`src/rtl/qr_mgs_sequencer.sv`:
```
// qr_mgs_sequencer
// ----------------
// Control sequencer for a Modified Gram-Schmidt QR decomposition of an
// N-column matrix. It walks the pivot column i and the target columns j > i,
// issuing load / normalise / dot / scale / subtract requests to external
// datapath units and waiting for each unit's done pulse.
//
// Handshake: each *_req is a level that is high for every cycle the FSM sits
// in the matching state. The paired *_done is sampled on the rising edge while
// the req is high. A done seen at that edge moves the FSM on, and the req is
// low from the next cycle. A done that arrives in the same cycle the req first
// rises is accepted. A done that arrives while its state is not active is
// ignored.
//
// Ports
//   clk, reset_n        clock, synchronous active-low reset
//   start               begin a decomposition (sampled in IDLE only)
//   abort               cancel a run in progress (ignored in IDLE)
//   load_done .. sub_done   completion pulses from the datapath units
//   load_req .. sub_req     request levels to the datapath units
//   col_i, col_j        pivot / target column indices
//   src_input           operand column comes from the input buffer (pivot 0)
//   busy                FSM is not in IDLE
//   done                one-cycle pulse on normal completion
//   err                 sticky timeout flag, cleared by start or reset
//   dbg_state           current FSM state, for debug and checkers
module qr_mgs_sequencer #(
  parameter int N   = 4,
  parameter int CW  = $clog2(N) + 1,
  parameter int TMO = 1023
) (
  input  logic          clk,
  input  logic          reset_n,
  input  logic          start,
  input  logic          abort,
  input  logic          load_done,
  input  logic          norm_done,
  input  logic          dot_done,
  input  logic          mul_done,
  input  logic          sub_done,
  output logic          load_req,
  output logic          norm_req,
  output logic          dot_req,
  output logic          mul_req,
  output logic          sub_req,
  output logic [CW-1:0] col_i,
  output logic [CW-1:0] col_j,
  output logic          src_input,
  output logic          busy,
  output logic          done,
  output logic          err,
  output logic [3:0]    dbg_state
);

  localparam int TW = (TMO < 2) ? 1 : $clog2(TMO + 1);

  typedef enum logic [3:0] {
    IDLE, LOAD, NORM, NEXT_J, DOT, MUL, SUB, NEXT_I, FIN
  } state_e;

  state_e        state_q, state_d;
  logic [CW-1:0] col_i_q, col_i_d;
  logic [CW-1:0] col_j_q, col_j_d;
  logic [CW-1:0] col_i_inc;
  logic [TW-1:0] tmo_q, tmo_d;
  logic          err_q, err_d;
  logic          req_act;
  logic          done_in;
  logic          tmo_hit;

  always_comb begin
    req_act   = (state_q == LOAD) || (state_q == NORM) || (state_q == DOT) ||
                (state_q == MUL)  || (state_q == SUB);
    col_i_inc = col_i_q + CW'(1);

    unique case (state_q)
      LOAD:    done_in = load_done;
      NORM:    done_in = norm_done;
      DOT:     done_in = dot_done;
      MUL:     done_in = mul_done;
      SUB:     done_in = sub_done;
      default: done_in = 1'b0;
    endcase

    // The counter holds the number of req cycles already spent in this state,
    // so the req stays high for exactly TMO cycles before the run is dropped.
    // A done in that last cycle still wins.
    tmo_hit = (TMO != 0) && req_act && !done_in && (tmo_q == TW'(TMO - 1));

    state_d = state_q;
    col_i_d = col_i_q;
    col_j_d = col_j_q;
    err_d   = err_q;

    unique case (state_q)
      IDLE: begin
        if (start) begin
          state_d = LOAD;
          err_d   = 1'b0;
        end
      end
      LOAD: begin
        if (load_done) begin
          state_d = NORM;
          col_i_d = '0;
        end
      end
      NORM: begin
        if (norm_done) begin
          state_d = NEXT_J;
          col_j_d = col_i_inc;
        end
      end
      NEXT_J:  state_d = (col_j_q < CW'(N)) ? DOT : NEXT_I;
      DOT:     if (dot_done) state_d = MUL;
      MUL:     if (mul_done) state_d = SUB;
      SUB: begin
        if (sub_done) begin
          state_d = NEXT_J;
          col_j_d = col_j_q + CW'(1);
        end
      end
      NEXT_I: begin
        col_i_d = col_i_inc;
        state_d = (col_i_inc < CW'(N)) ? NORM : FIN;
      end
      FIN:     state_d = IDLE;
      default: state_d = IDLE;
    endcase

    if (tmo_hit) begin
      state_d = IDLE;
      err_d   = 1'b1;
    end

    // Abort overrides any coincident done, so the indices are restored too.
    if (abort && (state_q != IDLE)) begin
      state_d = IDLE;
      col_i_d = col_i_q;
      col_j_d = col_j_q;
      err_d   = err_q;
    end

    if (state_d != state_q) begin
      tmo_d = '0;
    end else if (req_act) begin
      tmo_d = tmo_q + TW'(1);
    end else begin
      tmo_d = tmo_q;
    end
  end

  // Outputs are registered from the next-state values so they line up with
  // the state they describe.
  always_ff @(posedge clk) begin
    if (!reset_n) begin
      state_q   <= IDLE;
      col_i_q   <= '0;
      col_j_q   <= '0;
      tmo_q     <= '0;
      err_q     <= 1'b0;
      load_req  <= 1'b0;
      norm_req  <= 1'b0;
      dot_req   <= 1'b0;
      mul_req   <= 1'b0;
      sub_req   <= 1'b0;
      src_input <= 1'b0;
      busy      <= 1'b0;
      done      <= 1'b0;
    end else begin
      state_q   <= state_d;
      col_i_q   <= col_i_d;
      col_j_q   <= col_j_d;
      tmo_q     <= tmo_d;
      err_q     <= err_d;
      load_req  <= (state_d == LOAD);
      norm_req  <= (state_d == NORM);
      dot_req   <= (state_d == DOT);
      mul_req   <= (state_d == MUL);
      sub_req   <= (state_d == SUB);
      src_input <= (col_i_d == '0) &&
                   ((state_d == NORM) || (state_d == DOT) ||
                    (state_d == MUL)  || (state_d == SUB));
      busy      <= (state_d != IDLE);
      done      <= (state_d == FIN);
    end
  end

  assign col_i     = col_i_q;
  assign col_j     = col_j_q;
  assign err       = err_q;
  assign dbg_state = state_q;

endmodule

```
`config.mk`:
```
export PLATFORM = sky130hd
export DESIGN_NAME = qr_mgs_sequencer
export DESIGN_NICKNAME = d
export VERILOG_FILES = /design/src/rtl/qr_mgs_sequencer.sv
export SDC_FILE = /design/constraint.sdc
export NUM_CORES = 1
export LEC_CHECK = 0
export BUFFER_PORTS_ARGS = -buffer_cell sky130_fd_sc_hd__buf_2
export CAP_MARGIN = 20
export CORE_AREA = 10 10 75 71
export CTS_CLUSTER_DIAMETER = 100
export DETAILED_ROUTE_END_ITERATION = 12
export DIE_AREA = 0 0 85 81
export PLACE_DENSITY = 0.65
export SLEW_MARGIN = 5
export SYNTH_ARGS = -nofsm -noshare
export SYNTH_HDL_FRONTEND = slang
export SYNTH_SLANG_ARGS = --single-unit
```
`constraint.sdc`:
```
create_clock -name clk -period 1.91 [get_ports clk]
set_input_delay 0.0955 -clock clk [delete_from_list [all_inputs] [get_ports clk]]
set_output_delay 0.0955 -clock clk [all_outputs]
set_load 0.02 [all_outputs]
```
==> run summary, run 1 <==
The share of final-layout standard cells stronger than drive strength 1 is 38.4%. The leakage power total came out at 0.900 nW. The maximum number of pins on one net before global-route repair came out at 16. The largest area contributor in the synthesized netlist is dfxtp_1. The critical path's largest stage delay is 0.38 ns.

The worst slew slack as a fraction of its limit came out at 79.9%. The sort of element at the end of the critical path is a flop. Setup repair after global routing could not meet its margin everywhere. The number of diodes came out at 0.

The share of total power dissipated in the clock network is 33.8%. The checks that failed: negative setup slack. The final-report max-slew violation count is 0. The startpoint identified for the worst hold timing path is start. Tracing the worst setup path back leads to its startpoint at dbg_state[2]$_SDFF_PN0_.

The maximum fanout along the worst path is 10. The net count of the mapped netlist is 188. Wire segments on met2 add up to 1890 um in the final route.

The run finished, with violations left. The total congestion overflow after global routing came out at 0. The width of the chip is 85 um. The final worst-path setup slack came out at -0.0327 ns.

The top-area cell type share of the netlist area is 37.9%. The routed design has 3960 um of wire. In this run the worst setup path terminates at tmo_q[1]$_SDFFE_PP0P_.

The die outline height came out at 81 um. The final count of hold timing violations is 0. The first-pass GRT wire length is 6310 um. The worst hold path belongs to the class in2reg.

The tool flagged a number of max-cap violations equal to 0. The die area came out at 6890 um^2. The synthesized flop and latch total came out at 29. The clock tree buffer depth came out at 2. For the pin with the worst max-slew slack, the measured transition is 0.298 ns.

The data required time of the critical path is 2.09 ns. In this design, the largest share of critical-path delay is due to compound AO/OA/AOI/OAI gates. Routed signal wires occupy layers up through met4. The count of nets left with antenna violations after detail routing is 0. The post-place instance area is 1930 um^2. In this run the number of cells on the critical path is 7. The depth of the CTS H-tree is 2.

The half-perimeter wire length of the detailed placement result came out at 2870 um. In this run the register-to-register setup slack is -0.03 ns. CTS saw 29 sinks. In the synthesized netlist the async set-or-reset flop fraction comes to 0%.

The TritonCTS buffer count is 5. Internal power comes to 1.09 mW. The launching point of the worst reg2reg path is dbg_state[2]$_SDFF_PN0_. Counting flops with a built-in enable in the synthesized netlist gives 0. Once the floorplan was initialized, standard cells occupied 39.5% of the core. Row generation in the floorplan step produced 22 rows. The multi-input combinational cells in the finished layout cover a total of 975 um^2.

VDD sags by at most 553 uV. The mapped netlist covers 1530 um^2. The total of buffers placed on input and output ports came out at 27. For the final database, setup skew stands at 0.00225 ns. The final core utilization is roughly 55%. The library cell used as clock root buffer is clkbuf_8. The critical setup path kind is reg2reg. The vias per cell is 5.12. In the post-synthesis netlist, the biggest area contributors are dfxtp_1, nor2_1, xnor2_1. The number of global-route vias before repair came out at 1418. The post-synthesis average cell area is 8.76 um^2. The area taken by flip-flops and latches is between 500 and 600 um^2. The number of buffers added to fix hold violations after cts came out at 0. The routability congestion estimate is between 0.8 and 0.9. The signed area change from the synthesized netlist to the final layout came out at 38.0%. The cell type of the slowest stage on the worst timing path is dfxtp_4. The met3 wirelength from detailed routing came out at 179 um.

For this run, design rule violations remaining after detail routing come to 0. The count of fill cells added during filler insertion is 355. The violation count after the first detailed-routing iteration came out at 68. The core region area is 3880 um^2. Walking the worst path, the cells encountered are mux2_4, a211oi_4, a41oi_4, nand3b_1, o21ai_4, buf_12, a2111oi_4. In this run the power density over the cells is 718 nW/um^2. The worst register-to-register path ends at tmo_q[1]$_SDFFE_PP0P_.

Of the synthesized area, sequential elements account for 37.9%. The number of buffer and inverter instances along the worst setup path is 1. The length in cells of the worst reg-to-reg path is 7.

The clock tree from TritonCTS is built. The count of boundary I/O pins is 28. The design draws 1.52 mW. The layout net count came out at about 240. The number of warning messages in the yosys log came out at 0. The primary flip-flop cell chosen by synthesis mapping is dfxtp_1. Of the available clock period, the critical path in the final layout requires 102%. The number of antenna violations at the first check in global routing came out at 0. The share of total power dissipated in combinational logic is 23.7%. The switching portion of total power came out at 28.1%. The setup-violating endpoint count in the final report came out at 1. Subtracting the final worst setup slack from the clock period gives 1.94 ns. The total number of vias came out at 1433.

The maximum clock rate is around 0.51 GHz. The switching power is 427 uW. The number of detailed-route iterations in the first pass is 4. STA classifies the critical path startpoint as a flop. The most common library cell in the layout ignoring fill and taps is buf_2. In the layout the commonest cells are buf_2, buf_4, dfxtp_1, nor2_1, nand2_1. Clock-pin slew was measured on the worst setup and hold paths at ~0.06 ns.

For the worst setup path, the data arrival time is 2.12 ns. The latest clock arrival within the worst-skew pair came out at 0.27 ns. The total track usage came out at 11.0%. The average wire length per cell after detail routing came out at 14.1 um.

The detailed router put a total of 1800 um of wire on met1. The number of unique standard cell types used by synthesis came out at 47. The final standard cell area without fillers came out at 2120 um^2. The synthesized netlist cell count is 175. Sequential cells account for between 40% and 50% of the total power.
## flip-flops by register name, summed over array words and instances, names as in the netlist
register and count:
done 1, mul_req 1, col_j 3, sub_req 1, src_input 1, busy 1, err 1, norm_req 1
col_i 3, load_req 1, dot_req 1, tmo_q 10, dbg_state 4
## metal layers
| layer | vias to the layer above | GRT usage, % |
|---|---|---|
| met3 | 10 | 4.00 |
| met4 | 0 | 3.62 |
| li1 | 736 | - |
| met5 | - | 0 |
| met2 | 27 | 18.9 |
| met1 | 660 | 12.4 |
## power groups by stage
stage          Combinational, mW  Clock, mW  Sequential, mW
2_1_floorplan              0.182          0           0.675
3_3_place_gp               0.312          0           0.658
3_5_place_dp               0.315          0           0.659
4_1_cts                    0.319      0.526           0.646
5_1_grt                    0.389      0.546           0.648
6_report                   0.360      0.513           0.645
## synth_stat cells, types with 3 or more instances
library cell and n:
a21oi_1 5, o21ai_0 4, nand4_1 4, dfxtp_1 29, nor3_1 12, and3_1 5
nand2b_1 4, inv_1 9, nor2b_1 4, nand3_1 5, xor2_1 3, xnor2_1 7
buf_6 3, nand3b_1 3, nor2_1 18, ha_1 4, o21a_1 3, nand2_1 15
## through the flow
step	worst slack [ns]	std cells	TNS [ns]	hold WS, ns
finish	-0.0327	280	-0.0327	0.146
global route	-0.139	280	-0.858	0.162
floorplan	0.00121	175	0	0.236
detailed placement	-0.0789	269	-0.656	0.432
CTS	0.000326	277	0	0.140
global placement	-0.0116	269	-0.0755	0.417
## worst min path at each step
| stage | slack [ns] | cells past startpoint | end |
|---|---|---|---|
| 2_1_floorplan | 0.24 | 2 | dbg_state[1]$_SDFF_PN0_ |
| 3_3_place_gp | 0.42 | 3 | err$_SDFFE_PN0P_ |
| 3_5_place_dp | 0.43 | 3 | err$_SDFFE_PN0P_ |
| 4_1_cts | 0.14 | 3 | err$_SDFFE_PN0P_ |
| 5_1_grt | 0.16 | 3 | err$_SDFFE_PN0P_ |
| 6_report | 0.15 | 3 | err$_SDFFE_PN0P_ |
## worst register-to-register path: stages, from the launching register on
cell       delay, ns
dfxtp_4         0.38
mux2_4          0.33
a211oi_4        0.31
a41oi_4         0.18
nand3b_1        0.17
o21ai_4         0.08
buf_12          0.14
a2111oi_4       0.26
## timing repair
item	in CTS	in global routing
endpoints found under the setup margin	10	14
buffers inserted	0	4
gates resized for setup	3	14
gates cloned	0	0
pin swaps	1	6
## layout make-up
cell class | instances | area share, %
clock buffers | 8 | 4.26
repair buffers | 55 | 17.1
flip-flops and latches | 29 | 28.1
well taps | 48 | 2.84
multi-input cells | 131 | 46.1
inverters | 9 | 1.60
## kinds of logic (layout without fill, tap and decap cells)
group,Yosys count,in the layout,share of synthesized area (%)
buf+inv,15,72,5.39
simple gates,83,83,28.9
mux,2,2,1.39
compound gates,32,32,17.5
flops,29,29,37.9
xor+xnor,10,10,5.71
fa+ha+maj,4,4,3.27
(Power assumes the default switching activity.)
==> run 2, diff against run 1 <==
--- a/config.mk
+++ b/config.mk
@@ -12,7 +12,8 @@
 export DETAILED_ROUTE_END_ITERATION = 12
 export DIE_AREA = 0 0 85 81
 export PLACE_DENSITY = 0.65
-export SLEW_MARGIN = 5
+export RECOVER_POWER = 25
+export SLEW_MARGIN = 20
 export SYNTH_ARGS = -nofsm -noshare
 export SYNTH_HDL_FRONTEND = slang
 export SYNTH_SLANG_ARGS = --single-unit
==> run 2 against run 1 <==
The flow still finishes with violations (negative setup slack). Via count is 0.14% higher. Clock power hardly changed. Cell count stayed put. Hold slack hardly changed. Sequential power hardly changed. Sequential share of layout area is 0.15 points higher. Largest power group unchanged. Highest routed layer unchanged.
==> run summary, run 2 (synthesis gave the netlist of run 1 again) <==
The initial cell density of the core is 39.5% (unchanged). The die outline height came out at 81 um (unchanged). The clock tree from TritonCTS is built (unchanged). The most common library cell in the layout ignoring fill and taps is buf_4 (was buf_2).

The largest register by flop count is tmo_q (unchanged). The final worst-path cycle share is 102% (about the same). The leakage power total is 0.862 nW (was 0.900 nW).

The layout net count is 244 (unchanged). The clock tree buffer depth was 2 (unchanged). The final-report max-slew violation count is 0 (unchanged).

RSZ-0062 raised after global routing: yes (unchanged). The reg2reg setup slack came out at -0.03 ns (about the same). The total track usage came to 11.0% (unchanged). The final worst-path setup slack came out at -0.0327 ns (about the same). The filler-free cell count of the finished design is 280 (unchanged). The maximum clock rate was 0.515 GHz (about the same).

The half-perimeter wire length of the detailed placement result is 2870 um (unchanged). Most frequent cells in the layout: buf_4, dfxtp_1, buf_2, nor2_1, nand2_1 (was buf_2, buf_4, dfxtp_1, nor2_1, nand2_1). The data required time of the critical path is 2.09 ns (about the same).

The latest clock arrival within the worst-skew pair came to 0.27 ns (about the same). The final critical-path required period came out at 1.94 ns (about the same). The number of flip-flops in the largest register is 10 (unchanged). The worst slew slack as a fraction of its limit came to 79.9% (unchanged).

The TritonCTS buffer count is 5 (unchanged). The number of antenna violations at the first check in global routing came out at 0 (unchanged). The signed area change from the synthesized netlist to the final layout came out at 37.3% (was 38.0%). The number of diodes came out at 0 (unchanged).

The post-place instance area is 1930 um^2 (unchanged). The violation count after the first detailed-routing iteration came out at 60 (was 68). The row count came out at 22 (unchanged).

The instance count after placement with tap cells included came out at 269 (unchanged). The post-route clock skew came out at 0.00225 ns (about the same). The measured slew at the worst slew-check pin is 0.298 ns (unchanged).

The width of the chip is 85 um (unchanged). The reg-to-reg endpoint was tmo_q[1]$_SDFFE_PP0P_ (unchanged). The number of detailed-route iterations in the first pass is 4 (unchanged). The count of boundary I/O pins is 28 (unchanged). The maximum number of pins on one net before global-route repair came to 16 (unchanged).

The library cell used as clock root buffer is clkbuf_8 (unchanged). The number of global-route vias before repair was 1418 (unchanged). The sort of element at the end of the critical path is a flop (unchanged).

The routability congestion estimate came out at 0.829 (unchanged). The hold path startpoint is start (unchanged). The share of final-layout standard cells stronger than drive strength 1 was 34.5% (was 38.4%). Violated checks: negative setup slack (unchanged). The number of buffers added to fix hold violations after cts came to 0 (unchanged). The register clock-pin slew on the reported worst setup and hold paths is 0.06 ns (about the same). The setup-violating endpoint count in the final report came out at 1 (unchanged). The vias per cell is 5.13 (was 5.12). The total congestion overflow after global routing is 0 (unchanged). The total of buffers placed on input and output ports came out at 27 (unchanged). The first-pass GRT wire length is 6310 um (unchanged). The clock sink total is 29 (unchanged).

The count of fill cells added during filler insertion is 362 (was 355). The number of DRC violations after detailed routing came out at 0 (unchanged). The total number of vias came out at 1435 (was 1433). The maximum fanout along the worst path is 10 (unchanged). The worst hold path depth is 3 (unchanged). The wire length reported by the detailed router came out at 3970 um (was 3960 um).

The start point of the critical path is dbg_state[2]$_SDFF_PN0_ (unchanged). Status: finished, violations left (unchanged). The type of element launching the critical path was a flop (unchanged). The arrival time reported for the critical path endpoint came to 2.12 ns (about the same).

The final count of hold timing violations was 0 (unchanged). The sink of the worst hold path is err$_SDFFE_PN0P_ (unchanged). The core region area is 3880 um^2 (unchanged). The launching point of the worst reg2reg path is dbg_state[2]$_SDFF_PN0_ (unchanged). The worst vdd rail ir drop came out at 553 uV (about the same).

The average wire length per cell after detail routing is 14.2 um (was 14.1 um). The count of nets left with antenna violations after detail routing came out at 0 (unchanged). The die area is 6890 um^2 (unchanged). The length in cells of the worst reg-to-reg path came out at 7 (unchanged). The final standard cell area without fillers was 2100 um^2 (was 2120 um^2). The classification of the worst-slack hold path was in2reg (unchanged). The depth of the CTS H-tree came out at 2 (unchanged). The critical setup path kind is reg2reg (unchanged).

The total of max-cap violations came out at 0 (unchanged). The power density over cell area is 720 nW/um^2 (was 718 nW/um^2).
run 2: cell types whose count changed in the layout (fill, tap and decap cells not counted), sizes merged:
cell,delta
buf,-9
clkbuf,+9
run 2: final cells by class:
class | count | area, um^2 | share of cell area (%)
Clock buffer | 8 | 90.1 | 4.28
Inverter | 9 | 33.8 | 1.61
Multi-Input combinational cell | 131 | 975 | 46.3
Sequential cell | 29 | 596 | 28.3
Tap cell | 48 | 60.1 | 2.85
Timing Repair Buffer | 55 | 350 | 16.6
run 2: worst max-delay path by stage:
stage                                 end  cells after the start  slack, ns
floorplan           tmo_q[1]$_SDFFE_PP0P_                      8      0.001
global route        tmo_q[1]$_SDFFE_PP0P_                      7      -0.14
detailed placement  tmo_q[4]$_SDFFE_PP0P_                      6      -0.08
CTS                  src_input$_SDFF_PN0_                      5     0.0003
global placement    tmo_q[7]$_SDFFE_PP0P_                      6      -0.01
finish              tmo_q[1]$_SDFFE_PP0P_                      7      -0.03
run 2: where the power goes:
group | switching, mW | internal, mW | total, mW | leakage [nW]
clock | 0.219 | 0.293 | 0.513 | 0.0455
combinational | 0.188 | 0.170 | 0.358 | 0.578
sequential | 0.0198 | 0.626 | 0.645 | 0.238
run 2: stage by stage:
| step | power [mW] | utilization (%) | worst slack, ns | hold slack, ns | setup TNS (ns) |
|---|---|---|---|---|---|
| after floorplan | 0.857 | - | 0.00121 | 0.236 | 0 |
| after global placement | 0.970 | 49.7 | -0.0116 | 0.417 | -0.0755 |
| after detailed placement | 0.974 | 49.7 | -0.0789 | 0.432 | -0.656 |
| after CTS | 1.49 | 52.2 | 0.000326 | 0.140 | 0 |
| after global routing | 1.58 | 54.2 | -0.139 | 0.162 | -0.858 |
| final | 1.52 | 54.2 | -0.0327 | 0.146 | -0.0327 |
run 2: critical path, cell delays in order, from the launching register on:
cell and delay, ns:
dfxtp_4 0.38, mux2_4 0.33, a211oi_4 0.31, a41oi_4 0.18, nand3b_1 0.17, o21ai_4 0.08
buf_12 0.14, a2111oi_4 0.25
run 2: routing by layer:
metal | up-vias | part of all wire, % | global-route usage, %
li1 | 736 | - | -
met1 | 662 | 46 | 12.4
met2 | 27 | 48 | 18.9
met3 | 10 | 4.2 | 4.00
met4 | 0 | 2.1 | 3.62
met5 | - | 0 | 0
run 2: what timing repair did:
item | CTS | global route
buffers inserted | 0 | 4
gates resized for setup | 3 | 14
endpoints found under the setup margin | 10 | 14
pin swaps | 1 | 6
